===== src/rtl/fetch_controller.sv =====
// Instruction fetch sequencer: issues a PC to synchronous instruction memory, captures the word,
// holds it until accepted downstream, and handles redirects, wraparound and a halt opcode.
module fetch_controller #(
  parameter int                 ADDR_W      = 7,
  parameter int                 DATA_W      = 16,
  parameter logic [ADDR_W-1:0]  RESET_PC    = '0,
  parameter logic [DATA_W-1:0]  HALT_OPCODE = 16'hFFFF
) (
  input  logic              clk,
  input  logic              rst_n,
  input  logic              start,
  output logic [ADDR_W-1:0] mem_addr,
  input  logic [DATA_W-1:0] mem_data,
  input  logic              redirect_valid,
  input  logic [ADDR_W-1:0] redirect_addr,
  output logic              instr_valid,
  input  logic              instr_ready,
  output logic [DATA_W-1:0] instr_out,
  output logic [ADDR_W-1:0] instr_pc,
  output logic              halted
);

  typedef enum logic [2:0] {
    S_IDLE,
    S_ISSUE,
    S_CAPTURE,
    S_WAIT_ACK,
    S_HALT
  } state_t;

  state_t            state;
  state_t            state_nxt;
  logic [ADDR_W-1:0] pc;
  logic [ADDR_W-1:0] pc_inc;
  logic              capture_en;

  assign pc_inc     = pc + {{(ADDR_W-1){1'b0}}, 1'b1};
  // a redirect during CAPTURE discards the word arriving from memory
  assign capture_en = (state == S_CAPTURE) && !redirect_valid;

  always_ff @(posedge clk or negedge rst_n) begin
    if (!rst_n) begin
      state <= S_IDLE;
    end else begin
      state <= state_nxt;
    end
  end

  always_comb begin
    state_nxt = state;
    unique case (state)
      S_IDLE, S_HALT: begin
        if (start) state_nxt = S_ISSUE;
      end
      S_ISSUE: begin
        state_nxt = redirect_valid ? S_ISSUE : S_CAPTURE;
      end
      S_CAPTURE: begin
        state_nxt = redirect_valid ? S_ISSUE : S_WAIT_ACK;
      end
      S_WAIT_ACK: begin
        // redirect outranks both acceptance and halt detection
        if (redirect_valid) begin
          state_nxt = S_ISSUE;
        end else if (instr_ready) begin
          state_nxt = (instr_out == HALT_OPCODE) ? S_HALT : S_ISSUE;
        end
      end
      default: state_nxt = S_IDLE;
    endcase
  end

  always_comb begin
    mem_addr = pc;
    halted   = (state == S_HALT);
  end

  always_ff @(posedge clk or negedge rst_n) begin
    if (!rst_n) begin
      pc          <= RESET_PC;
      instr_valid <= 1'b0;
      instr_out   <= '0;
      instr_pc    <= '0;
    end else begin
      if (redirect_valid) begin
        pc <= redirect_addr;
      end else if (state == S_CAPTURE) begin
        pc <= pc_inc;
      end

      if (capture_en) begin
        instr_valid <= 1'b1;
        instr_out   <= mem_data;
        instr_pc    <= pc;
      end else if (redirect_valid || ((state == S_WAIT_ACK) && instr_ready)) begin
        instr_valid <= 1'b0;
      end
    end
  end

endmodule

===== config.mk =====
export PLATFORM = sky130hd
export DESIGN_NAME = fetch_controller
export DESIGN_NICKNAME = d
export VERILOG_FILES = /design/src/rtl/fetch_controller.sv
export SDC_FILE = /design/constraint.sdc
export NUM_CORES = 1
export LEC_CHECK = 0
export ABC_AREA = 1
export CAP_MARGIN = 40
export CORE_MARGIN = 2
export CORE_UTILIZATION = 40
export DETAILED_ROUTE_END_ITERATION = 12
export HOLD_SLACK_MARGIN = 0.15
export PLACE_DENSITY_LB_ADDON = 0.15
export SLEW_MARGIN = 0
export SYNTH_ARGS = -nofsm -noshare
export SYNTH_HDL_FRONTEND = slang
export SYNTH_SLANG_ARGS = --single-unit

===== constraint.sdc =====
create_clock -name clk -period 3.1 [get_ports clk]
set_input_delay 0.62 -clock clk [delete_from_list [all_inputs] [get_ports clk]]
set_output_delay 0.62 -clock clk [all_outputs]
set_load 0.01 [all_outputs]

; Yosys cells after proc, flatten, opt, wreduce, memory -nomap -nowiden
; Index checks and enable logic that the tools add are counted.
[op_classes]
muxes = 11
addsub = 1
reduce_logical = 9
n_eq_ne = 7
[op_table]
columns = op, n
row1 = 16-bit equality test (second input constant), 1
row2 = 7-bit two-way mux, 2
row3 = 3-bit two-way mux, 4
row4 = 3-bit case mux with 4 select lines, 1
row5 = 7-bit by 1-bit adder with 7-bit output (second input constant), 1
row6 = 3-bit by 2-bit equality test with 1-bit output (second input constant), 2
row7 = 2-bit two-way mux, 2
row8 = 2-bit nonzero test, 2
row9 = 3-bit by 1-bit equality test with 1-bit output (second input constant), 1
row10 = 3-bit equality test (second input constant), 1
row11 = 3-bit zero test, 1
row12 = 3-bit != test (second input constant), 1
row13 = 1-bit logical AND, 2
row14 = 1-bit two-way mux, 2
row15 = 2-bit != test (second input constant), 1
row16 = 2-bit AND reduction, 1
row17 = 2-bit OR reduction, 1
row18 = 1-bit zero test, 1
row19 = 1-bit logical OR, 1
[word_totals]
inputBits = 28
out_inout_bits = 32
wordCells = 33
register_bits = 34

; Logic depth before layout (Yosys ltp)
; Gate-level depths: netlist (run 1).
[depth]
word_depth = 5
depth_mapped = 9

; Least setup slack after synthesis (run 1)
; No wires, ideal clock.
[synth_path]
path_type = input -> register
startpoint = input redirect_valid
endpoint = register state[0]
path_buffers = 1
stages = 9
t_arrival_ns = 1.207
path_slack_ns = 1.774
t_required_ns = 2.981
setup_time_ns = 0.119
path_cell_list = buf_6 -> inv_4 -> nand3_1 -> nor2_1 -> nand2_1 -> nand2_1 -> nand2_1 -> nand2_1 -> nand2_1
[synth_between]
elab_chain_len = 2
[synth_lines]
columns = item, line
row1 = from (decl), 14  ; input logic redirect_valid,
row2 = "3-bit two-way mux, or another cell as far along", 63  ; if (redirect_valid) begin
row3 = 3-bit case mux with 4 select lines / 2-bit AND reduction (equally long branches), n/a
row4 = to (signal assigned), 45  ; state <= state_nxt;
row5 = to (decl), 31  ; state_t state;
; Several ways; a longest one is shown, not always the timed one.
; A chain may end at the register's enable or synchronous reset.

; Final worst setup path (run 1)
[layout_path]
startpoint = register state[1]
endpoint = output halted
[layout_between]
elab_chain_len = 1
[layout_lines]
columns = item, line
row1 = 3-bit equality test, 75  ; halted = (state == S_HALT);
row2 = to (decl), 20  ; output logic halted
; Every way passes these cells.

==> metrics.yaml, run 1 <==
sta:
  post-route-min-period_ns: 2.12
  max_freq_ghz: 0.472
  finalSetupViolCount: 0
  finalHoldViolations: 0
  worst_slew_pin_slew_ns: 0.442
  relSlewSlack_pct: 70.4
  skew_ns: 0.00715
  final.period_utilization_pct: 68.4
  fin_tns_setup_ns: 0
  rsz0062_at_grt: "false"
  finalMaxSlewViolations: 0
clock_network:
  cts.sinks: 34
  htreeDepth: 2
  numCtsBuffers: 5
  clkLatencyLatePin_ns: 0.29
  path_clk_slew_ns: 0.07
  hold_buffers: 0
  clockRootBuffer: "clkbuf_8"
  clockBufferDepth: 2
  cts_tree: "done"
  postCtsSetupBuffers: 0
  post_cts_resize_count: 0
routing:
  drtIter0Drc: 55
  num_vias: 1393
  wl_per_cell_um: 12.3
  vias_per_cell: 4.72
  drt-pass1-iter-count: 4
  drc: 0
  drt_wl_total_mm: 3.62
  ant_nets: 0
pwr:
  leakagePower_nw: 1.07
  power.density_nw_per_um2: 848
  ir_worst_vdd_mv: 0.554
worst_setup_path:
  crit_type: "register to primary output"
  reg2reg_to: "mem_addr[3]"
  r2r_cells: 7
  cp_max_fo: 3
  r2r-start: "state[2]"
  cp_slowest_cell: "clkdlybuf4s50_1"
  path_buf_inv: 2
  crit_path_end_kind: "primary output"
  regToRegSetupSlack_ns: 1.63
  start_kind: "register"
  slowest_delay_ns: 0.53
  worstPathRequired_ns: 2.48
  crit_chain: "inv_1, nand2_1, nor2_1, clkdlybuf4s50_1"
  arrival_ns: 1.50
  critPathTopFamily: "buffers and inverters"
finish:
  multi_input_area_um2: 609
  syn_to_final_growth_pct: 44.1
  final_common_cell: "nand2_1"
  nNetsFinal: 275
  fillCellCount: 345
  final_cell_area_um2: 2260
  final_cell_mix: "nand2_1, clkdlybuf4s50_1, dfrtp_1"
  seqCellArea_um2: 851
  antenna_cells: 0
  drive_gt1_share_pct: 7.69
global_routing:
  antenna_found_initial: 0
  grt_overflow: 0
  grt_use_total_pct: 19.0
  grt_pass1_wl_mm: 6.22
  grt_pass1_vias: 1393
  grt_max_degree: 35
placement:
  hpwlAfterDp_mm: 2.63
  gp_congestion: 0.779
  place_area_um2: 2170
  port_buffers: 59
yosys:
  synth_seq_cells: 34
  yosysWarnings: 0
  avgSynthCellArea_um2: 8.48
  synth_cell_types: 25
  syn-cell-area_um2: 1570
  synthCells: 185
  synth_seq_area_share_pct: 54.2
  synth_nets: 214
flow_run:
  maxCapViolations: 0
hold_path:
  hp-class: "register to register"
  whs_endpoint: "instr_pc[5]"
  min_path_cells: 2
  hp-start: "instr_pc[5]"
die:
  std_cell_rows: 22
  ios: 60
  initial_core_util_pct: 42.2
  fp.dieW_um: 66.6
  dieArea_um2: 4440
  die_h_um: 66.6
  core_um2: 3720
run_status:
  status: "completed"
-- final cells by class --
type	instances	share of cell area [%]
clock buffers	7	3.82
clock inverters	1	0.221
inverters	13	2.27
multi-input cells	132	27.0
flip-flops and latches	34	37.6
well taps	48	2.66
repair buffers	60	26.5
-- stage by stage --
step                      worst slack (ns)  utilization (%)  power (mW)  cells  hold slack [ns]
after floorplan                       1.77                -        1.16    185            0.324
after global placement               0.770             58.4        1.58    287            0.473
after detailed placement             0.745             58.4        1.60    287            0.479
after CTS                            0.969             60.8        1.94    295            0.497
after global routing                 0.899             60.8        2.06    295            0.532
final                                0.981             60.8        1.92    295            0.491
-- worst max path at each step --
stage / cells after the start / slack [ns] / from / end
finish: 4 / 0.98 / state[1] / halted
global route: 6 / 0.90 / redirect_valid / mem_addr[3]
CTS: 4 / 0.97 / state[1] / halted
detailed placement: 6 / 0.75 / redirect_valid / mem_addr[3]
global placement: 6 / 0.77 / redirect_valid / mem_addr[4]
floorplan: 9 / 1.77 / redirect_valid / state[0]
-- tightest hold or removal path, delay by kind of cell (launching register included) --
| family | cells | cell delay (ns) |
|---|---|---|
| simple gates | 1 | 0.05 |
| flops | 1 | 0.35 |
| compound gates | 1 | 0.06 |
-- per-layer routing --
| layer | vias up | part of all wire [%] | global-route usage (%) |
|---|---|---|---|
| li1 | 705 | - | - |
| met2 | 48 | 46 | 31.0 |
| met5 | - | 0 | 0 |
| met1 | 633 | 46 | 24.3 |
| met4 | 0 | 1.8 | 7.65 |
| met3 | 7 | 5.9 | 4.22 |
-- cell usage after synthesis (all sizes together) --
library cell  instances  share of area (%)
o21ai                10                3.4
a21oi                 1               0.32
o21bai                2               0.96
a31oi                 1               0.40
xor2                  2                1.1
nand3                 9                3.8
o211ai                3                1.4
dfrtp                34                 54
o221ai                1               0.56
ha                    1               0.80
xnor2                 1               0.56
inv                  13                3.3
nor2                 13                3.3
nand4                 4                1.6
nand2                84                 21
buf                   6                3.7
-- cells by family after synthesis --
| group | count (synthesis) | share of synthesized area (%) |
|---|---|---|
| flip-flops | 34 | 54.2 |
| XOR/XNOR | 3 | 1.67 |
| buffers and inverters | 19 | 6.94 |
| AND/OR/NAND/NOR | 110 | 29.3 |
| adder cells (fa/ha/maj) | 1 | 0.797 |
| AO/OA/AOI/OAI | 18 | 7.10 |
-- state kept, by name, indices dropped and copies added, names as in the netlist --
register	count
instr_valid	1
instr_out	16
instr_pc	7
state	3
mem_addr	7
-- power breakdown --
group	leakage, nW	internal [mW]	switching (mW)
sequential	0.425	0.622	0.152
combinational	0.595	0.436	0.373
clock	0.0482	0.179	0.155
Note: power is estimated with default switching activity, not from simulation.
==> run 2, diff against run 1 <==
Clock period 3.1 ns to 2.1 ns, I/O delays scaled along.
==> metrics.yaml, run 2 (synthesis results as in run 1) <==
finish:
  final_cell_area_um2: 2260  # unchanged
  drive_gt1_share_pct: 7.66  # -0.031 points
  antenna_cells: 0  # unchanged
  multi_input_area_um2: 609  # unchanged
  fillCellCount: 338  # -2.0%
  final_cell_mix: "nand2_1, clkdlybuf4s50_1, dfrtp_1"
  largest_register_ffs: 16  # unchanged
  final_common_cell: "nand2_1"
  nNetsFinal: 277  # +0.73%
  seqCellArea_um2: 851  # unchanged
  syn_to_final_growth_pct: 44.1  # unchanged
  largest_register: "instr_out"
worst_setup_path:
  critical_path_depth: 4  # unchanged
  r2r-start: "state[2]"
  critPathLaunch: "state[1]"
  worstPathRequired_ns: 1.68  # -0.80 ns
  r2r_cells: 7  # unchanged
  start_kind: "register"
  slowest_delay_ns: 0.54  # about the same
  path_buf_inv: 2  # unchanged
  arrival_ns: 1.50  # about the same
  cp_max_fo: 3  # unchanged
  reg2reg_to: "mem_addr[3]"
  cp_slowest_cell: "clkdlybuf4s50_1"
  crit_type: "register to primary output"
  critPathTopFamily: "buffers and inverters"
  crit_path_end_kind: "primary output"
  regToRegSetupSlack_ns: 0.72  # -0.91 ns
  crit_path_end: "halted"
  crit_chain: "inv_1, nand2_1, nor2_1, clkdlybuf4s50_1"
placement:
  place_area_um2: 2180  # +0.69%
  hpwlAfterDp_mm: 2.55  # -2.9%
  gp_congestion: 0.786  # +0.87%
  port_buffers: 59  # unchanged
sta:
  finalHoldViolations: 0  # unchanged
  post-route-min-period_ns: 1.92
  final.period_utilization_pct: 91.6
  finalSetupViolCount: 0  # unchanged
  worst_slew_pin_slew_ns: 0.417  # -0.0246 ns
  fin_tns_setup_ns: 0  # unchanged
  rsz0062_at_grt: "false"
  relSlewSlack_pct: 72.2  # +1.7 points
  skew_ns: 0.00872  # +0.00156 ns
  max_freq_ghz: 0.520
  finalMaxSlewViolations: 0  # unchanged
routing:
  drtIter0Drc: 100  # +82%
  drt_wl_total_mm: 3.52  # -2.8%
  drt-pass1-iter-count: 4  # unchanged
  ant_nets: 0  # unchanged
  num_vias: 1391  # -0.14%
  vias_per_cell: 4.70  # -0.48%
  drc: 0  # unchanged
  wl_per_cell_um: 11.9  # -3.2%
die:
  dieArea_um2: 4440  # unchanged
  core_um2: 3720  # unchanged
  ios: 60  # unchanged
  fp.dieW_um: 66.6  # unchanged
  std_cell_rows: 22  # unchanged
  die_h_um: 66.6  # unchanged
  initial_core_util_pct: 42.2  # unchanged
clock_network:
  clkLatencyLatePin_ns: 0.28  # about the same
  postCtsSetupBuffers: 0  # unchanged
  post_cts_resize_count: 0  # unchanged
  clockBufferDepth: 2  # unchanged
  htreeDepth: 2  # unchanged
  cts_tree: "done"
  hold_buffers: 0  # unchanged
  clockRootBuffer: "clkbuf_8"
  numCtsBuffers: 5  # unchanged
  path_clk_slew_ns: 0.07  # about the same
  cts.sinks: 34  # unchanged
global_routing:
  grt_use_total_pct: 18.1  # -0.91 points
  grt_pass1_vias: 1321  # -5.2%
  grt_overflow: 0  # unchanged
  antenna_found_initial: 0  # unchanged
  grt_pass1_wl_mm: 5.92  # -4.8%
  grt_max_degree: 35  # unchanged
run_status:
  status: "completed"
flow_run:
  maxCapViolations: 0  # unchanged
pwr:
  power.density_nw_per_um2: 1230  # +45%
  leakagePower_nw: 1.07  # about the same
  ir_worst_vdd_mv: 0.609  # +10%
hold_path:
  hp-class: "register to register"
  hp-start: "instr_pc[6]"
[run 2: changes by cell type in the layout (fill, tap and decap cells not counted)]
cell,change
buf_4,+2
clkbuf_1,+1
clkbuf_8,-1
clkinv_2,-1
[run 2: metal layers]
layer,vias to the layer above,GRT usage [%],part of all wire (%)
met5,-,0,0
met4,0,6.89,0.57
met3,2,6.76,8.0
met2,52,28.2,48
met1,628,22.7,44
li1,709,-,-
[run 2: layout make-up]
cell class | count | share of cell area [%]
Timing Repair Buffer | 62 | 27.1
Inverter | 13 | 2.27
Sequential cell | 34 | 37.6
Multi-Input combinational cell | 132 | 27.0
Tap cell | 48 | 2.66
Clock buffer | 7 | 3.38
[run 2: tightest hold or removal path: stages (launching register included)]
cell     delay (ns)
dfrtp_1        0.35
nand2_1        0.05
o21ai_1        0.06
[run 2: worst min path at each step]
stage,endpoint,depth (start not counted)
floorplan,instr_out[0],0
global placement,instr_pc[4],2
detailed placement,instr_pc[5],2
CTS,instr_pc[5],2
global route,instr_pc[3],2
finish,instr_pc[6],2
[run 2: metrics by stage]
step	worst slack, ns	hold WS (ns)	power, mW	utilization, %	cells
global route	0.108	0.518	3.00	60.8	296
detailed placement	0.365	0.483	2.36	58.8	289
floorplan	0.847	0.124	1.71	-	185
global placement	0.376	0.473	2.35	58.8	289
finish	0.177	0.493	2.78	60.8	296
CTS	0.166	0.501	2.81	60.8	296
[run 2: power by group]
| part | internal [mW] | leakage [nW] | switching, mW |
|---|---|---|---|
| registers | 0.919 | 0.425 | 0.213 |
| logic | 0.651 | 0.604 | 0.554 |
| clock network | 0.228 | 0.0383 | 0.211 |
| total | 1.80 | 1.07 | 0.978 |
==> run 3, diff against run 2 <==
Settings changed: CORE_MARGIN 2 to default, HOLD_SLACK_MARGIN 0.15 to 0.03, TNS_END_PERCENT from default to 50.
==> metrics.yaml, run 3 (synthesis results as in run 1) <==
run_status:
  status: "completed"
worst_setup_path:
  r2r_cells: 5  # -2
  crit_type: "register to primary output"
  regToRegSetupSlack_ns: 0.72  # about the same
  worstPathRequired_ns: 1.68  # about the same
  r2r-start: "mem_addr[0]"
  crit_path_end_kind: "primary output"
  cp_max_fo: 3  # unchanged
  arrival_ns: 1.49  # about the same
  start_kind: "register"
  reg2reg_to: "mem_addr[6]"
routing:
  ant_nets: 0  # unchanged
  drt_wl_total_mm: 3.36  # -4.5%
  drt-pass1-iter-count: 4  # unchanged
  drc: 0  # unchanged
  num_vias: 1390  # -0.072%
  wl_per_cell_um: 11.3  # -5.2%
  vias_per_cell: 4.66  # -0.74%
  drtIter0Drc: 86  # -14%
finish:
  final_cell_area_um2: 2280  # +1.0%
  multi_input_area_um2: 609  # unchanged
  drive_gt1_share_pct: 8.80  # +1.1 points
  largest_register_ffs: 16  # unchanged
  antenna_cells: 0  # unchanged
  fillCellCount: 335  # -0.89%
  final_common_cell: "nand2_1"
  finish.utilization_pct: 61.4  # +0.61 points
  syn_to_final_growth_pct: 45.5
  nNetsFinal: 278  # +0.36%
  largest_register: "instr_out"
  seqCellArea_um2: 851  # unchanged
  final_cell_mix: "nand2_1, clkdlybuf4s50_1, dfrtp_1"
die:
  initial_core_util_pct: 42.2  # unchanged
  die_h_um: 64.6  # -3.0%
  fp.dieW_um: 64.6  # -3.0%
  core_um2: 3720  # unchanged
  dieArea_um2: 4180  # -5.9%
  std_cell_rows: 22  # unchanged
  ios: 60  # unchanged
global_routing:
  antenna_found_initial: 0  # unchanged
  grt_pass1_wl_mm: 5.78  # -2.4%
  grt_overflow: 0  # unchanged
  grt_max_degree: 35  # unchanged
  grt_use_total_pct: 18.3  # +0.27 points
  grt_pass1_vias: 1309  # -0.91%
sta:
  finalHoldViolations: 0  # unchanged
  relSlewSlack_pct: 71.6  # -0.61 points
  worst_slew_pin_slew_ns: 0.427  # +0.00912 ns
  rsz0062_at_grt: "false"
  fin_ws_ns: 0.193  # +0.0162 ns
  post-route-min-period_ns: 1.91  # -0.0162 ns
  hold_ws_ns: 0.492  # -0.00101 ns
  final.period_utilization_pct: 90.8  # -0.77 points
  fin_tns_setup_ns: 0  # unchanged
  finalMaxSlewViolations: 0  # unchanged
  skew_ns: 0.00473  # -0.00399 ns
  finalSetupViolCount: 0  # unchanged
  max_freq_ghz: 0.524  # +0.85%
flow_run:
  maxCapViolations: 0  # unchanged
placement:
  gp_congestion: 0.800  # +1.9%
  dp_worst_setup_slack_ns: 0.358  # -0.00676 ns
  hpwlAfterDp_mm: 2.42  # -5.1%
  port_buffers: 59  # unchanged
  place_area_um2: 2190  # +0.34%
clock_network:
  clockRootBuffer: "clkbuf_8"
  post_cts_resize_count: 0  # unchanged
  cts.sinks: 34  # unchanged
  cts_tree: "done"
  postCtsSetupBuffers: 0  # unchanged
  clockBufferDepth: 2  # unchanged
  clkLatencyLatePin_ns: 0.28  # about the same
  path_clk_slew_ns: 0.07  # about the same
  hold_buffers: 0  # unchanged
  htreeDepth: 2  # unchanged
  numCtsBuffers: 5  # unchanged
pwr:
  ir_worst_vdd_mv: 0.674  # +11%
  leakagePower_nw: 1.08  # +1.3%
  power.density_nw_per_um2: 1230  # +0.51%
hold_path:
  hp-class: "register to register"
  hp-start: "instr_pc[4]"
  min_path_cells: 2  # unchanged
  whs_endpoint: "instr_pc[4]"
## run 3: power breakdown
part	switching, mW	internal, mW
sequential	0.209	0.918
clock	0.228	0.264
combinational	0.543	0.655
total	0.979	1.84
## run 3: area by class of cell
type                            instances  area share, %
Timing Repair Buffer                   63           27.2
Inverter                               13           2.25
Sequential cell                        34           37.3
Clock inverter                          1          0.219
Multi-Input combinational cell        132           26.7
Tap cell                               48           2.63
Clock buffer                            7           3.78
## run 3: layer usage
| metal | vias to the layer above | GRT usage [%] | share of wire [%] |
|---|---|---|---|
| li1 | 713 | - | - |
| met1 | 620 | 23.6 | 48 |
| met2 | 51 | 28.7 | 43 |
| met3 | 6 | 6.69 | 7.4 |
| met4 | 0 | 5.83 | 1.5 |
| met5 | - | 0 | 0 |
## run 3: critical path, cell delays in order (launching register included)
cell             delay, ns
dfrtp_1               0.41
inv_1                 0.08
nand2_1               0.09
nor2_1                0.10
clkdlybuf4s50_1       0.54
## run 3: how the worst max path moves through the flow
| stage | from | slack, ns | endpoint | depth (start not counted) |
|---|---|---|---|---|
| finish | state[1] | 0.19 | halted | 4 |
| global route | state[1] | 0.12 | halted | 4 |
| CTS | state[1] | 0.17 | halted | 4 |
| detailed placement | redirect_valid | 0.36 | mem_addr[0] | 7 |
| global placement | redirect_valid | 0.38 | mem_addr[0] | 7 |
| floorplan | mem_addr[1] | 0.85 | mem_addr[6] | 5 |
## run 3: per-stage QoR
step                      instances  power [mW]
final                           298        2.82
after global routing            298        3.03
after CTS                       298        2.85
after detailed placement        290        2.35
after global placement          290        2.35
after floorplan                 185        1.71
